## config.mk

```make
export PLATFORM = sky130hd
export DESIGN_NAME = conv2_sched
export DESIGN_NICKNAME = d
export VERILOG_FILES = /design/src/rtl/conv2_pkg.sv /design/src/rtl/conv2_addr_gen.sv /design/src/rtl/conv2_sched.sv
export SDC_FILE = /design/constraint.sdc
export NUM_CORES = 1
export LEC_CHECK = 0
export CAP_MARGIN = 20
export CORE_ASPECT_RATIO = 1.25
export CORE_MARGIN = 4
export CORE_UTILIZATION = 45
export CTS_CLUSTER_DIAMETER = 30
export DETAILED_ROUTE_END_ITERATION = 10
export GPL_TIMING_DRIVEN = 0
export PLACE_DENSITY = 0.8
export SLEW_MARGIN = 20
export SYNTH_ARGS = -nofsm -noshare
export SYNTH_HDL_FRONTEND = slang
export SYNTH_HIERARCHICAL = 1
export SYNTH_SLANG_ARGS = --single-unit
```

## constraint.sdc

```tcl
create_clock -name clk -period 2.5 [get_ports clk]
set_input_delay 0.375 -clock clk [delete_from_list [all_inputs] [get_ports clk]]
set_output_delay 0.375 -clock clk [all_outputs]
set_load 0.05 [all_outputs]
```

## src/rtl/conv2_pkg.sv

```systemverilog
// Shared constants and state encoding for the conv2 layer scheduler.
package conv2_pkg;

    localparam int WIDTH       = 12;
    localparam int HEIGHT      = 12;
    localparam int FILTER_SIZE = 5;
    localparam int DATA_BITS   = 12;
    localparam int CH_BITS     = 2;
    localparam int ADDR_BITS   = 10;
    localparam int FLUSH_MAX   = 64;

    localparam int OUT_W   = WIDTH - FILTER_SIZE + 1;
    localparam int OUT_H   = HEIGHT - FILTER_SIZE + 1;
    localparam int NUM_WIN = OUT_W * OUT_H;
    localparam int NUM_PIX = WIDTH * HEIGHT;

    localparam int PIX_BITS   = $clog2(NUM_PIX);
    localparam int WIN_BITS   = $clog2(NUM_WIN + 1);
    localparam int IDX_BITS   = $clog2(NUM_WIN);
    localparam int FLUSH_BITS = $clog2(FLUSH_MAX);

    typedef enum logic [2:0] {
        S_IDLE   = 3'd0,
        S_CLR    = 3'd1,
        S_STREAM = 3'd2,
        S_FLUSH  = 3'd3,
        S_NEXT   = 3'd4,
        S_FIN    = 3'd5
    } state_t;

endpackage

```

## src/rtl/conv2_addr_gen.sv

```systemverilog
// Channel/pixel address generation for the pool1 feature-map RAM, plus the
// one-cycle read-latency alignment that feeds the line buffer.
module conv2_addr_gen
    import conv2_pkg::*;
(
    input  logic                 clk,
    input  logic                 rst_n,
    input  logic                 i_first_ch,
    input  logic                 i_next_ch,
    input  logic                 i_clr,
    input  logic                 i_rd,
    input  logic                 i_flush,
    input  logic [DATA_BITS-1:0] i_rd_data,
    output logic                 o_rd_en,
    output logic [ADDR_BITS-1:0] o_addr,
    output logic                 o_last_pix,
    output logic                 o_valid,
    output logic [DATA_BITS-1:0] o_data,
    output logic [CH_BITS-1:0]   o_ch
);

    logic [PIX_BITS-1:0]  r_pix;
    logic [ADDR_BITS-1:0] r_base;
    logic [CH_BITS-1:0]   r_ch;
    logic                 r_rd_vld;
    logic                 w_last_pix;

    assign w_last_pix = (r_pix == PIX_BITS'(NUM_PIX - 1));

    // The pixel counter parks on the last pixel so the address never runs past the channel.
    always_ff @(posedge clk or negedge rst_n) begin
        if (!rst_n) begin
            r_pix    <= '0;
            r_base   <= '0;
            r_ch     <= '0;
            r_rd_vld <= 1'b0;
        end else begin
            r_rd_vld <= i_rd;
            if (i_first_ch) begin
                r_base <= '0;
                r_ch   <= '0;
            end else if (i_next_ch) begin
                r_base <= r_base + ADDR_BITS'(NUM_PIX);
                r_ch   <= r_ch + 1'b1;
            end
            if (i_clr) begin
                r_pix <= '0;
            end else if (i_rd && !w_last_pix) begin
                r_pix <= r_pix + 1'b1;
            end
        end
    end

    assign o_rd_en    = i_rd;
    assign o_addr     = r_base + ADDR_BITS'(r_pix);
    assign o_last_pix = w_last_pix;
    assign o_valid    = r_rd_vld | i_flush;
    assign o_data     = r_rd_vld ? i_rd_data : '0;
    assign o_ch       = r_ch;

endmodule

```

## src/rtl/conv2_sched.sv

```systemverilog
// conv2 layer scheduler: walks every input channel through the 5x5 line buffer
// and tags each emerging window for the multiply-accumulate bank.
module conv2_sched
    import conv2_pkg::*;
(
    input  logic                 clk,
    input  logic                 rst_n,
    input  logic                 start,
    input  logic [CH_BITS-1:0]   cfg_num_ch,
    output logic                 busy,
    output logic                 done,
    output logic                 err_timeout,
    output logic                 fm_rd_en,
    output logic [ADDR_BITS-1:0] fm_addr,
    input  logic [DATA_BITS-1:0] fm_rd_data,
    output logic                 buf_rst_n,
    output logic                 buf_valid_in,
    output logic [DATA_BITS-1:0] buf_data_in,
    input  logic                 buf_valid_out,
    output logic                 acc_en,
    output logic                 acc_first,
    output logic                 acc_last,
    output logic [IDX_BITS-1:0]  win_idx,
    output logic [CH_BITS-1:0]   ch_idx
);

    state_t                r_state;
    state_t                w_next;
    logic [CH_BITS-1:0]    r_last_ch;
    logic                  r_err;
    logic                  r_buf_rst_n;
    logic [WIN_BITS-1:0]   r_win;
    logic [WIN_BITS-1:0]   w_win_next;
    logic [FLUSH_BITS-1:0] r_flush;
    logic                  w_first_ch;
    logic                  w_next_ch;
    logic                  w_timeout;
    logic                  w_count_win;
    logic                  w_acc_en;
    logic                  w_last_pix;
    logic [CH_BITS-1:0]    w_ch;

    conv2_addr_gen u_addr_gen (
        .clk        (clk),
        .rst_n      (rst_n),
        .i_first_ch (w_first_ch),
        .i_next_ch  (w_next_ch),
        .i_clr      (r_state == S_CLR),
        .i_rd       (r_state == S_STREAM),
        .i_flush    (r_state == S_FLUSH),
        .i_rd_data  (fm_rd_data),
        .o_rd_en    (fm_rd_en),
        .o_addr     (fm_addr),
        .o_last_pix (w_last_pix),
        .o_valid    (buf_valid_in),
        .o_data     (buf_data_in),
        .o_ch       (w_ch)
    );

    assign w_count_win = (r_state == S_CLR) || (r_state == S_STREAM) || (r_state == S_FLUSH);
    assign w_acc_en    = w_count_win && buf_valid_out && (r_win < WIN_BITS'(NUM_WIN));
    assign w_win_next  = r_win + WIN_BITS'(w_acc_en);

    always_comb begin
        w_next     = r_state;
        w_first_ch = 1'b0;
        w_next_ch  = 1'b0;
        w_timeout  = 1'b0;
        case (r_state)
            S_IDLE: begin
                if (start) begin
                    w_next     = S_CLR;
                    w_first_ch = 1'b1;
                end
            end
            S_CLR:    w_next = S_STREAM;
            S_STREAM: if (w_last_pix) w_next = S_FLUSH;
            S_FLUSH: begin
                // A window landing on the final flush cycle still completes the channel cleanly.
                if (w_win_next == WIN_BITS'(NUM_WIN)) begin
                    w_next = S_NEXT;
                end else if (r_flush == FLUSH_BITS'(FLUSH_MAX - 1)) begin
                    w_next    = S_NEXT;
                    w_timeout = 1'b1;
                end
            end
            S_NEXT: begin
                if (w_ch == r_last_ch) begin
                    w_next = S_FIN;
                end else begin
                    w_next    = S_CLR;
                    w_next_ch = 1'b1;
                end
            end
            S_FIN:   w_next = S_IDLE;
            default: w_next = S_IDLE;
        endcase
    end

    always_ff @(posedge clk or negedge rst_n) begin
        if (!rst_n) begin
            r_state     <= S_IDLE;
            r_last_ch   <= '0;
            r_err       <= 1'b0;
            r_buf_rst_n <= 1'b0;
            r_win       <= '0;
            r_flush     <= '0;
        end else begin
            r_state     <= w_next;
            r_buf_rst_n <= (w_next != S_CLR);
            if (w_first_ch) begin
                r_last_ch <= (cfg_num_ch == '0) ? '0 : cfg_num_ch - 1'b1;
                r_err     <= 1'b0;
            end else if (w_timeout) begin
                r_err <= 1'b1;
            end
            // Counters are zeroed on the way into CLR so windows during CLR are indexed from 0.
            if (w_next == S_CLR) begin
                r_win   <= '0;
                r_flush <= '0;
            end else begin
                r_win <= w_win_next;
                if (r_state == S_FLUSH && w_next == S_FLUSH) begin
                    r_flush <= r_flush + 1'b1;
                end
            end
        end
    end

    assign busy        = (r_state != S_IDLE);
    assign done        = (r_state == S_FIN);
    assign err_timeout = r_err;
    assign buf_rst_n   = r_buf_rst_n;
    assign acc_en      = w_acc_en;
    assign acc_first   = w_acc_en && (w_ch == '0);
    assign acc_last    = w_acc_en && (w_ch == r_last_ch);
    assign win_idx     = r_win[IDX_BITS-1:0];
    assign ch_idx      = w_ch;

endmodule

```

=== Yosys cells after proc, flatten, opt, wreduce, memory -nomap -nowiden ===
Cells that the tools add are included.
W data, S select, Z words.

* Output and inout port bits: 39
* Bits in read-only memories: 0
* Bits of input ports: 18
* Memory bits (writable): 0
* Bits in registers: 41
* Memories: 0
* Bits in latches: 0

* Add/sub/neg operators: 7
* $mul: 0
* Muxes and demuxes: 26
* Equality and inequality tests: 12
* Divide/modulo/power cells: 0
* Bitwise gates (word level): 1
* Magnitude comparators: 1
* Reduce and logical (&&, ||, !) cells: 17
* Shifts and indexed selects: 0

{| class="wikitable"
|+ Operators with widths
! cell !! number
|-
| $mux W10 || 2
|-
| $mux W8 || 2
|-
| $mux W3 || 5
|-
| $pmux W3 S5 || 1
|-
| $mux W12 || 1
|-
| $mux W6 || 2
|-
| $add A10 B8 Y10 || 1
|-
| $add A10 B8 Y10 const B || 1
|-
| $eq A3 B2 Y1 const B || 3
|-
| $mux W1 || 9
|-
| $add A8 B1 Y8 const B || 1
|-
| $eq A8 B8 Y1 const B || 1
|-
| $reduce_bool A2 Y1 || 4
|-
| $add A7 B1 Y7 || 1
|-
| $eq A7 B7 Y1 const B || 1
|-
| $lt A7 B7 Y1 const B || 1
|-
| $mux W7 || 1
|-
| $add A6 B1 Y6 const B || 1
|-
| $eq A3 B1 Y1 const B || 2
|-
| $eq A3 B3 Y1 const B || 2
|-
| $eq A6 B6 Y1 const B || 1
|-
| $logic_and A1 B1 Y1 || 6
|-
| $mux W2 || 3
|-
| $logic_not A2 Y1 || 2
|-
| 9 further kinds || 10
|}

=== Depth between registers and ports, before layout ===
Gate-level depths: netlist of the first run.

* Word-level depth: 13
* Gate-level depth with buffers: 11
* Gate-level depth less buffers: 10

=== By module ===
Netlist of the first run, hierarchy kept.

{| class="wikitable"
|+ Modules (own cells, without submodules)
! module !! area each (um^2) !! cells an instance !! times used !! sequential area each (um^2)
|-
| conv2_sched || 1234.9 || 132 || 1 || 500.5
|-
| conv2_addr_gen || 1109.8 || 121 || 1 || 425.4
|}

=== Worst setup path before layout of the first run ===
OpenSTA, ideal clock, no wires.

* Kind: reg2reg
* Start: register r_state[2]
* End: register r_state[1]
* Setup time: 131 ps
* Stages on the path, launching flop included: 12
* Arrival time: 2836 ps
* Path buffers: 1
* Period minus slack after synthesis: 2967 ps
* Data required time: 2369 ps
* Path slack: -467 ps
* Cell sequence: dfrtp_1 buf_6 nor2_1 nand3_1 inv_1 ha_1 ha_1 nand2_2 or3_4 a311oi_4 nor2_4 or3_1

* Cells in the longest elaborated chain, start to end: 9

{| class="wikitable"
|+ Ends and longest elaborated chain
! what !! RTL line !! RTL
|-
| from (decl) || conv2_sched.sv:27 || <nowiki>state_t r_state;</nowiki>
|-
| from (signal assigned) || conv2_sched.sv:109 || <nowiki>r_state <= w_next;</nowiki>
|-
| $eq A3 B1 Y1 or $eq A3 B2 Y1 (tied branches) || conv2_sched.sv:60 || <nowiki>assign w_count_win = (r_state == S_CLR) || (r_state == S_STREAM) || (r_state == S_FLUSH);</nowiki>
|-
| $logic_or A1 B1 Y1 || conv2_sched.sv:60 ||
|-
| $logic_or A1 B1 Y1 * || conv2_sched.sv:60 ||
|-
| $logic_and A1 B1 Y1 * (2 in a row) || conv2_sched.sv:61 || <nowiki>assign w_acc_en = w_count_win && buf_valid_out && (r_win < WIN_BITS'(NUM_WIN));</nowiki>
|-
| named net acc_en || conv2_sched.sv:20 || <nowiki>output logic acc_en,</nowiki>
|-
| $add A7 B1 Y7 * || conv2_sched.sv:62 || <nowiki>assign w_win_next = r_win + WIN_BITS'(w_acc_en);</nowiki>
|-
| $eq A7 B7 Y1 * || conv2_sched.sv:80 || <nowiki>if (w_win_next == WIN_BITS'(NUM_WIN)) begin</nowiki>
|-
| $mux W3 * || conv2_sched.sv:80 ||
|-
| $pmux W3 S5 * || conv2_sched.sv:69 || <nowiki>case (r_state)</nowiki>
|-
| named net w_next[1] || conv2_sched.sv:28 || <nowiki>state_t w_next;</nowiki>
|}

Mark *: on every way through the listed nets, which the timed path passes. The rest lies on a longest branch.
A chain may end at the register's enable or synchronous reset.

=== Worst setup path after layout of the first run ===
* Start: input buf_valid_out
* End: register r_state[1]

* Cells in the longest elaborated chain, start to end: 6

{| class="wikitable"
|+ Ends and longest elaborated chain
! what !! RTL line !! RTL
|-
| from (decl) || conv2_sched.sv:19 || <nowiki>input logic buf_valid_out,</nowiki>
|-
| $logic_and A1 B1 Y1 (2 in a row) || conv2_sched.sv:61 ||
|-
| $add A7 B1 Y7 || conv2_sched.sv:62 ||
|-
| $eq A7 B7 Y1 || conv2_sched.sv:80 ||
|-
| $mux W3 || conv2_sched.sv:80 ||
|-
| $pmux W3 S5 || conv2_sched.sv:69 ||
|-
| named net w_next[1] || conv2_sched.sv:28 ||
|}

The timed path passes the listed nets, and every way through them passes these cells.

==> results_dict.tcl, run 1 <==
set metrics [dict create \
    slew_violations 0 \
    syn-num-nets 280 \
    grt_max_degree 24 \
    worst-setup-path-type "input port to flip-flop" \
    p_seq_share_pct 25.8 \
    cts_num_sinks 37 \
    internal-power_mw 1.933 \
    powerDensity_nw_per_um2 1054 \
    grt_pass1_wl_mm 9.183 \
    cts_made_buffers 5 \
    layout_setup_ws_ns -0.04076 \
    clk_latency_ns 0.29 \
    synth_seq_cells 37 \
    hold-worst-slack_ns 0.4971 \
    first_global_vias 2034 \
    hold_viol 0 \
    crit_fanout 6 \
    dpl_cell_area_sq_um 3059 \
    die_h_um 88.71 \
    clock_tree.root_cell "clkbuf_8" \
    max_slew_margin_pct 64.77 \
    num_antenna_cells 0 \
    synthToLayoutAreaGrowth_pct 41.14 \
    violations "negative setup slack" \
    cts_tree "yes" \
    clkTransAtPathRegs_ns 0.07 \
    p_switching_mw 1.555 \
    cp_data_arrival_time_ns 2.71 \
    htreeDepth 2 \
    synthArstFlopShare_pct 100.0 \
    vias 2056 \
    fin_cells 394 \
    core_sq_um 5080 \
    syn-cell-area_sq_um 2345 \
    syn_inst 253 \
    finClkSkew_ns 0.009700 \
    ir_worst_vdd_mv 0.5057 \
    outcome "complete, but fails checks" \
    worst_pin_slew_ns 0.5268 \
    final_area_sq_um 3309 \
    drt_pass1_iterations 4 \
    globalRouteTotalUtil_pct 18.17 \
    antenna_found_initial 0 \
    yosysUniqueCellTypes 56 \
    cp_common_cell "ha_4" \
    power_mw 3.488 \
    initial_core_util_pct 46.16 \
    avgViaCountPerCell 5.218 \
    worstReg2RegStart "r_state[2]" \
    final_antenna_net_count 0 \
    synth-edff-count 0 \
    cp-startpoint "buf_valid_out" \
    startpoint_type "input port" \
    p_sw_share_pct 44.59 \
    ioPinCount 57 \
    clk_path_buf_depth 2 \
    pwr-share-clk_pct 15.6 \
    portBuffers 56 \
    ys_seq_area_share_pct 39.49 \
    cpPeakStageDelay_ns 0.53 \
    setup.worst_path.end_class "flip-flop" \
    hp-start "err_timeout" \
    cp.required_ns 2.67 \
    syn_avg_cell_area_sq_um 9.268 \
    hp-class "flip-flop to flip-flop" \
    routed_wl_mm 5.406 \
    drtIter0Drc 85 \
    min_period_ns 2.541 \
    design.die.area_sq_um 6437 \
    drc 0 \
    max-cap-violations 0 \
    setup_viol 4 \
    nets 358 \
    drive_gt1_share_pct 22.59 \
    dp_hpwl_mm 3.964 \
    ys_warn_count 6 \
    gp_congestion 0.7388 \
    synth_ff_type "dfrtp_1" \
    dpl.cell_count 372 \
    routedWlPerCell_um 13.72 \
    crit_slowest_cell "clkdlybuf4s50_1" \
    rsz0062_at_grt "true" \
    combPwrFrac_pct 58.5 \
    leakage_nw 1.520 \
    max_freq_mhz 393.6 \
    die_w_um 72.57 \
    num_rows 29 \
    fin_tns_setup_ns -0.08309 \
    overflow 0 \
    path_cells "clkdlybuf4s50_1 -> nand3_4 -> clkinvlp_4 -> ha_4 -> ha_4 -> nand2_2 -> or3_4 -> a311oi_4 -> buf_6 -> nor2_4 -> or3_1" \
    fin_crit_sh_pct 101.6 \
]
## area by class of cell
| type | instances | area (sq um) |
|---|---|---|
| Buffer | 22 | 152.6 |
| Clock buffer | 7 | 86.33 |
| Clock inverter | 1 | 30.03 |
| Fill cell | 433 | 1770 |
| Inverter | 10 | 41.29 |
| Multi-Input combinational cell | 184 | 1308 |
| Sequential cell | 37 | 928.4 |
| Tap cell | 62 | 77.57 |
| Timing Repair Buffer | 71 | 685.7 |
## cell usage after synthesis, types with 2 or more instances
| master | n | area share, % |
|---|---|---|
| clkbuf_1 | 5 | 0.80 |
| or3_1 | 5 | 1.3 |
| buf_2 | 3 | 0.64 |
| or4_1 | 2 | 0.64 |
| o211ai_1 | 4 | 1.3 |
| dfrtp_1 | 37 | 39 |
| inv_1 | 9 | 1.4 |
| a211oi_1 | 2 | 0.64 |
| xnor2_1 | 8 | 3.0 |
| o22ai_1 | 2 | 0.53 |
| mux2i_1 | 5 | 2.1 |
| buf_4 | 11 | 3.5 |
| a31oi_1 | 3 | 0.80 |
| nor2_1 | 16 | 2.6 |
| buf_6 | 2 | 0.96 |
| and2_1 | 16 | 4.3 |
| nand2_1 | 21 | 3.4 |
| nor3_1 | 5 | 1.1 |
| and3_1 | 2 | 0.53 |
| nand3_1 | 11 | 2.3 |
| nor2b_1 | 3 | 0.80 |
| nor3b_1 | 3 | 0.96 |
| nand3b_1 | 2 | 0.64 |
| mux2_2 | 2 | 0.96 |
| nand2b_1 | 4 | 1.1 |
| ha_1 | 9 | 4.8 |
| o21ai_0 | 12 | 2.6 |
| xor2_1 | 5 | 1.9 |
| or2_2 | 4 | 1.1 |
| a21oi_1 | 14 | 3.0 |
## worst max-delay path, delay by kind of cell
family	cells	cell delay [ns]
simple gates	5	0.91
fa+ha+maj	2	0.32
buf+inv	3	0.80
compound gates	1	0.30
## layer usage
layer / up-vias / wire [um] / track usage, % / share of wire, %
met2: 39 / 2833 / 31.61 / 52
met5: - / 0 / 0 / 0
met1: 984 / 2297 / 22.19 / 42
li1: 1024 / - / - / -
met4: 0 / 97 / 6.208 / 1.8
met3: 9 / 178 / 3.864 / 3.3
## registers in the layout (all words and copies together), names as in the netlist
register,count
r_win,7
r_last_ch,2
u_addr_gen/r_pix,8
buf_rst_n,1
u_addr_gen/r_base,6
u_addr_gen/r_rd_vld,1
r_state,3
r_flush,6
u_addr_gen/o_ch,2
err_timeout,1
## kinds of logic (layout without fill, tap and decap cells)
kind of cell | after synthesis | count (layout) | share of synthesized area, %
and+or+nand+nor | 108 | 108 | 26.20
AOI/OAI and AO/OA | 47 | 47 | 13.45
DFF | 37 | 37 | 39.49
buffers and inverters | 32 | 111 | 8.110
xor gates and xnor gates | 13 | 13 | 4.856
adders and majority gates | 9 | 9 | 4.803
muxes | 7 | 7 | 3.095
## what timing repair did
item / 4_1_cts / 5_1_grt
hold buffers: 1 / 0
resized for setup: 18 / 14
pin swaps: 2 / 5
endpoints found under the hold margin: 5 / 0
setup endpoints to repair: 15 / 14
setup buffers: 5 / 8
## stage by stage
step	utilization [%]	setup slack (ns)
after floorplan	-	-0.1956
final	65.15	-0.04076
after global placement	59.78	-0.4322
after CTS	63.94	0.01586
after global routing	65.15	-0.1681
after detailed placement	60.22	-0.4371
## final timing paths
check / end / slack (ns) / depth (start not counted)
setup reg to reg: r_state[1] / -0.04 / 12
min in group asynchronous: r_flush[2] / 0.53 / 2
hold / removal: err_timeout / 0.50 / 1
setup / recovery: r_state[1] / -0.04 / 11
hold reg to reg: err_timeout / 0.50 / 1
max in group asynchronous: r_win[6] / 1.52 / 3
## cell usage in the layout (no fill, tap or decap), types with 5 or more instances in the layout
master / instances
clkdlybuf4s50_1: 46
clkbuf_1: 6
o21ai_0: 11
or3_1: 5
ha_1: 7
inv_1: 8
mux2i_1: 5
xnor2_1: 8
xor2_1: 5
buf_4: 24
buf_2: 7
nand2_1: 20
a21oi_1: 13
dfrtp_1: 35
and2_1: 16
clkbuf_8: 7
nor2_1: 15
nand3_1: 10
## power by group through the flow
stage	combinational, mW	clock (mW)	sequential [mW]
2_1_floorplan	1.43	0	0.894
3_3_place_gp	1.90	0	0.907
3_5_place_dp	1.95	0	0.915
4_1_cts	1.96	0.556	0.906
5_1_grt	2.19	0.587	0.928
6_report	2.04	0.545	0.902
Power figures use the tool's default switching activity.
==> run 2, diff against run 1 <==
==> constraint.sdc (replaced) <==
create_clock -name clk -period 2.22 [get_ports clk]
set_input_delay 0.333 -clock clk [delete_from_list [all_inputs] [get_ports clk]]
set_output_delay 0.333 -clock clk [all_outputs]
set_load 0.05 [all_outputs]
==> results_dict.tcl, run 2 (same netlist as run 1, synthesis figures left out) <==
set metrics [dict create \
    num_rows 29 \
    final_antenna_net_count 0 \
    clkTransAtPathRegs_ns 0.08 \
    rsz0062_at_grt "true" \
    violations "negative setup slack" \
    htreeDepth 2 \
    hp-class "input port to asynchronous set/reset pin" \
    internal-power_mw 2.186 \
    clk_latency_ns 0.30 \
    max_slew_margin_pct 64.67 \
    num_antenna_cells 0 \
    largest_register "u_addr_gen/r_pix" \
    leakage_nw 1.563 \
    post-place-ws_ns -0.7006 \
    layout_setup_ws_ns -0.2241 \
    largest_registers "u_addr_gen/r_pix (8), r_win (7)" \
    design.die.area_sq_um 6437 \
    portBuffers 56 \
    cp.required_ns 2.39 \
    clock_tree.root_cell "clkbuf_8" \
    final-seq-area_sq_um 934.6 \
    power_mw 4.023 \
    p_switching_mw 1.837 \
    cts_num_sinks 37 \
    finClkSkew_ns 0.01230 \
    outcome "complete, but fails checks" \
    path_cells "clkdlybuf4s50_1 -> nand3_4 -> clkinvlp_4 -> ha_4 -> ha_4 -> nand2_2 -> or3_4 -> a311oi_4 -> buf_12 -> nor2_4 -> or3_1" \
    hold_viol 0 \
    routed_wl_mm 5.946 \
    fin_util_pct 68.99 \
    fin_crit_sh_pct 110.1 \
    nets 368 \
    drc 0 \
    pwr-share-clk_pct 15.5 \
    grt_max_degree 24 \
    routedWlPerCell_um 14.72 \
    gp_congestion 0.7477 \
    cp_data_arrival_time_ns 2.62 \
    initial_core_util_pct 46.16 \
    p_seq_share_pct 25.4 \
    die_w_um 72.57 \
    dpl.cell_count 372 \
    die_h_um 88.71 \
    final_common_cell "buf_4" \
    startpoint_type "input port" \
    worst_pin_slew_ns 0.5283 \
    worst-setup-path-type "input port to flip-flop" \
    drive_gt1_share_pct 30.99 \
    vias 2125 \
    cp_common_cell "ha_4" \
    synthToLayoutAreaGrowth_pct 49.47 \
    dp_hpwl_mm 3.922 \
    multi_input_area_sq_um 1430 \
    overflow 0 \
    final_cell_mix "buf_4 (34), clkdlybuf4s50_1 (32), dfrtp_1 (30)" \
    cts_tree "yes" \
    p_sw_share_pct 45.66 \
    first_global_vias 2073 \
    ioPinCount 57 \
    drtIter0Drc 135 \
    cpPeakStageDelay_ns 0.52 \
    setup.worst_path.end_class "flip-flop" \
    fillerInstances 408 \
    antenna_found_initial 0 \
    grt_pass1_wl_mm 9.591 \
    setup_viol 11 \
    slew_violations 0 \
    powerDensity_nw_per_um2 1148 \
    avgViaCountPerCell 5.260 \
    max_freq_mhz 409.1 \
    cts_made_buffers 5 \
    max-cap-violations 0 \
    largest_reg_flops 8 \
    drt_pass1_iterations 4 \
    min_period_ns 2.444 \
    combPwrFrac_pct 59.2 \
    ir_worst_vdd_mv 0.7701 \
    fin_cells 404 \
    core_sq_um 5080 \
    clk_path_buf_depth 2 \
    crit_fanout 6 \
    crit_slowest_cell "clkdlybuf4s50_1" \
    globalRouteTotalUtil_pct 18.82 \
]
[run 2: cell types whose count changed in the layout (fill, tap and decap cells not counted), moves of 2 or more]
cell             delta
dfrtp_1             -5
clkdlybuf4s50_1    -14
ha_1                -4
a31oi_1             -2
clkdlybuf4s15_2     +2
ha_4                +3
dlygate4sd2_1      +16
dfrtp_2             +5
buf_4              +10
buf_2               -2
dlymetal6s2s_1      -4
[run 2: critical path, delay by kind of cell]
family,cells,cell delay (ns)
compound gates,1,0.31
fa+ha+maj,2,0.32
buf+inv,3,0.78
simple gates,5,0.86
[run 2: layer usage]
layer	vias to the layer above	global-route usage, %	wire length (um)	share of wire [%]
met4	0	4.866	72	1.2
met2	43	34.24	3321	56
met3	7	3.750	213	3.6
met1	1030	22.51	2339	39
li1	1045	-	-	-
met5	-	0	0	0
[run 2: power by group through the flow]
stage	clock network, mW	logic [mW]	registers, mW
floorplan	0	1.61	1.01
global placement	0	2.14	1.02
detailed placement	0	2.20	1.03
CTS	0.630	2.24	1.01
global route	0.668	2.54	1.05
finish	0.622	2.38	1.02
[run 2: worst paths after layout]
check / start / to / slack [ns] / depth (start not counted)
max: buf_valid_out / r_state[1] / -0.22 / 11
min: rst_n / buf_rst_n / 0.48 / 2
max reg2reg: r_state[1] / r_state[1] / -0.22 / 11
min reg2reg: r_last_ch[1] / r_last_ch[1] / 0.50 / 2
max in group asynchronous: rst_n / u_addr_gen/r_base[7] / 1.26 / 3
min in group clk: r_last_ch[1] / r_last_ch[1] / 0.50 / 2
[run 2: stage by stage]
stage,setup TNS (ns),hold slack (ns),area [sq um]
global placement,-9.645,0.4786,3048
global route,-2.353,0.5014,3505
floorplan,-3.252,0.03741,2410
CTS,-1.424,0.5000,3341
finish,-1.443,0.4796,3505
detailed placement,-7.292,0.2842,3070
[run 2: area by class of cell]
type                    instances  share of cell area, %
plain buffers                  19                  3.606
clock buffers                   7                  2.463
clock inverters                 1                 0.8568
inverters                      10                  1.178
multi-input cells             184                  40.81
flip-flops and latches         37                  26.67
well taps                      62                  2.213
repair buffers                 84                  22.21
[run 2: timing repair]
| action | in CTS | in global routing |
|---|---|---|
| pin swaps | 8 | 9 |
| resized for setup | 51 | 24 |
| buffers inserted | 16 | 10 |
| gates cloned | 0 | 0 |
| hold endpoints to repair | 14 | 0 |
| hold buffers | 1 | 0 |
| setup endpoints to repair | 33 | 18 |
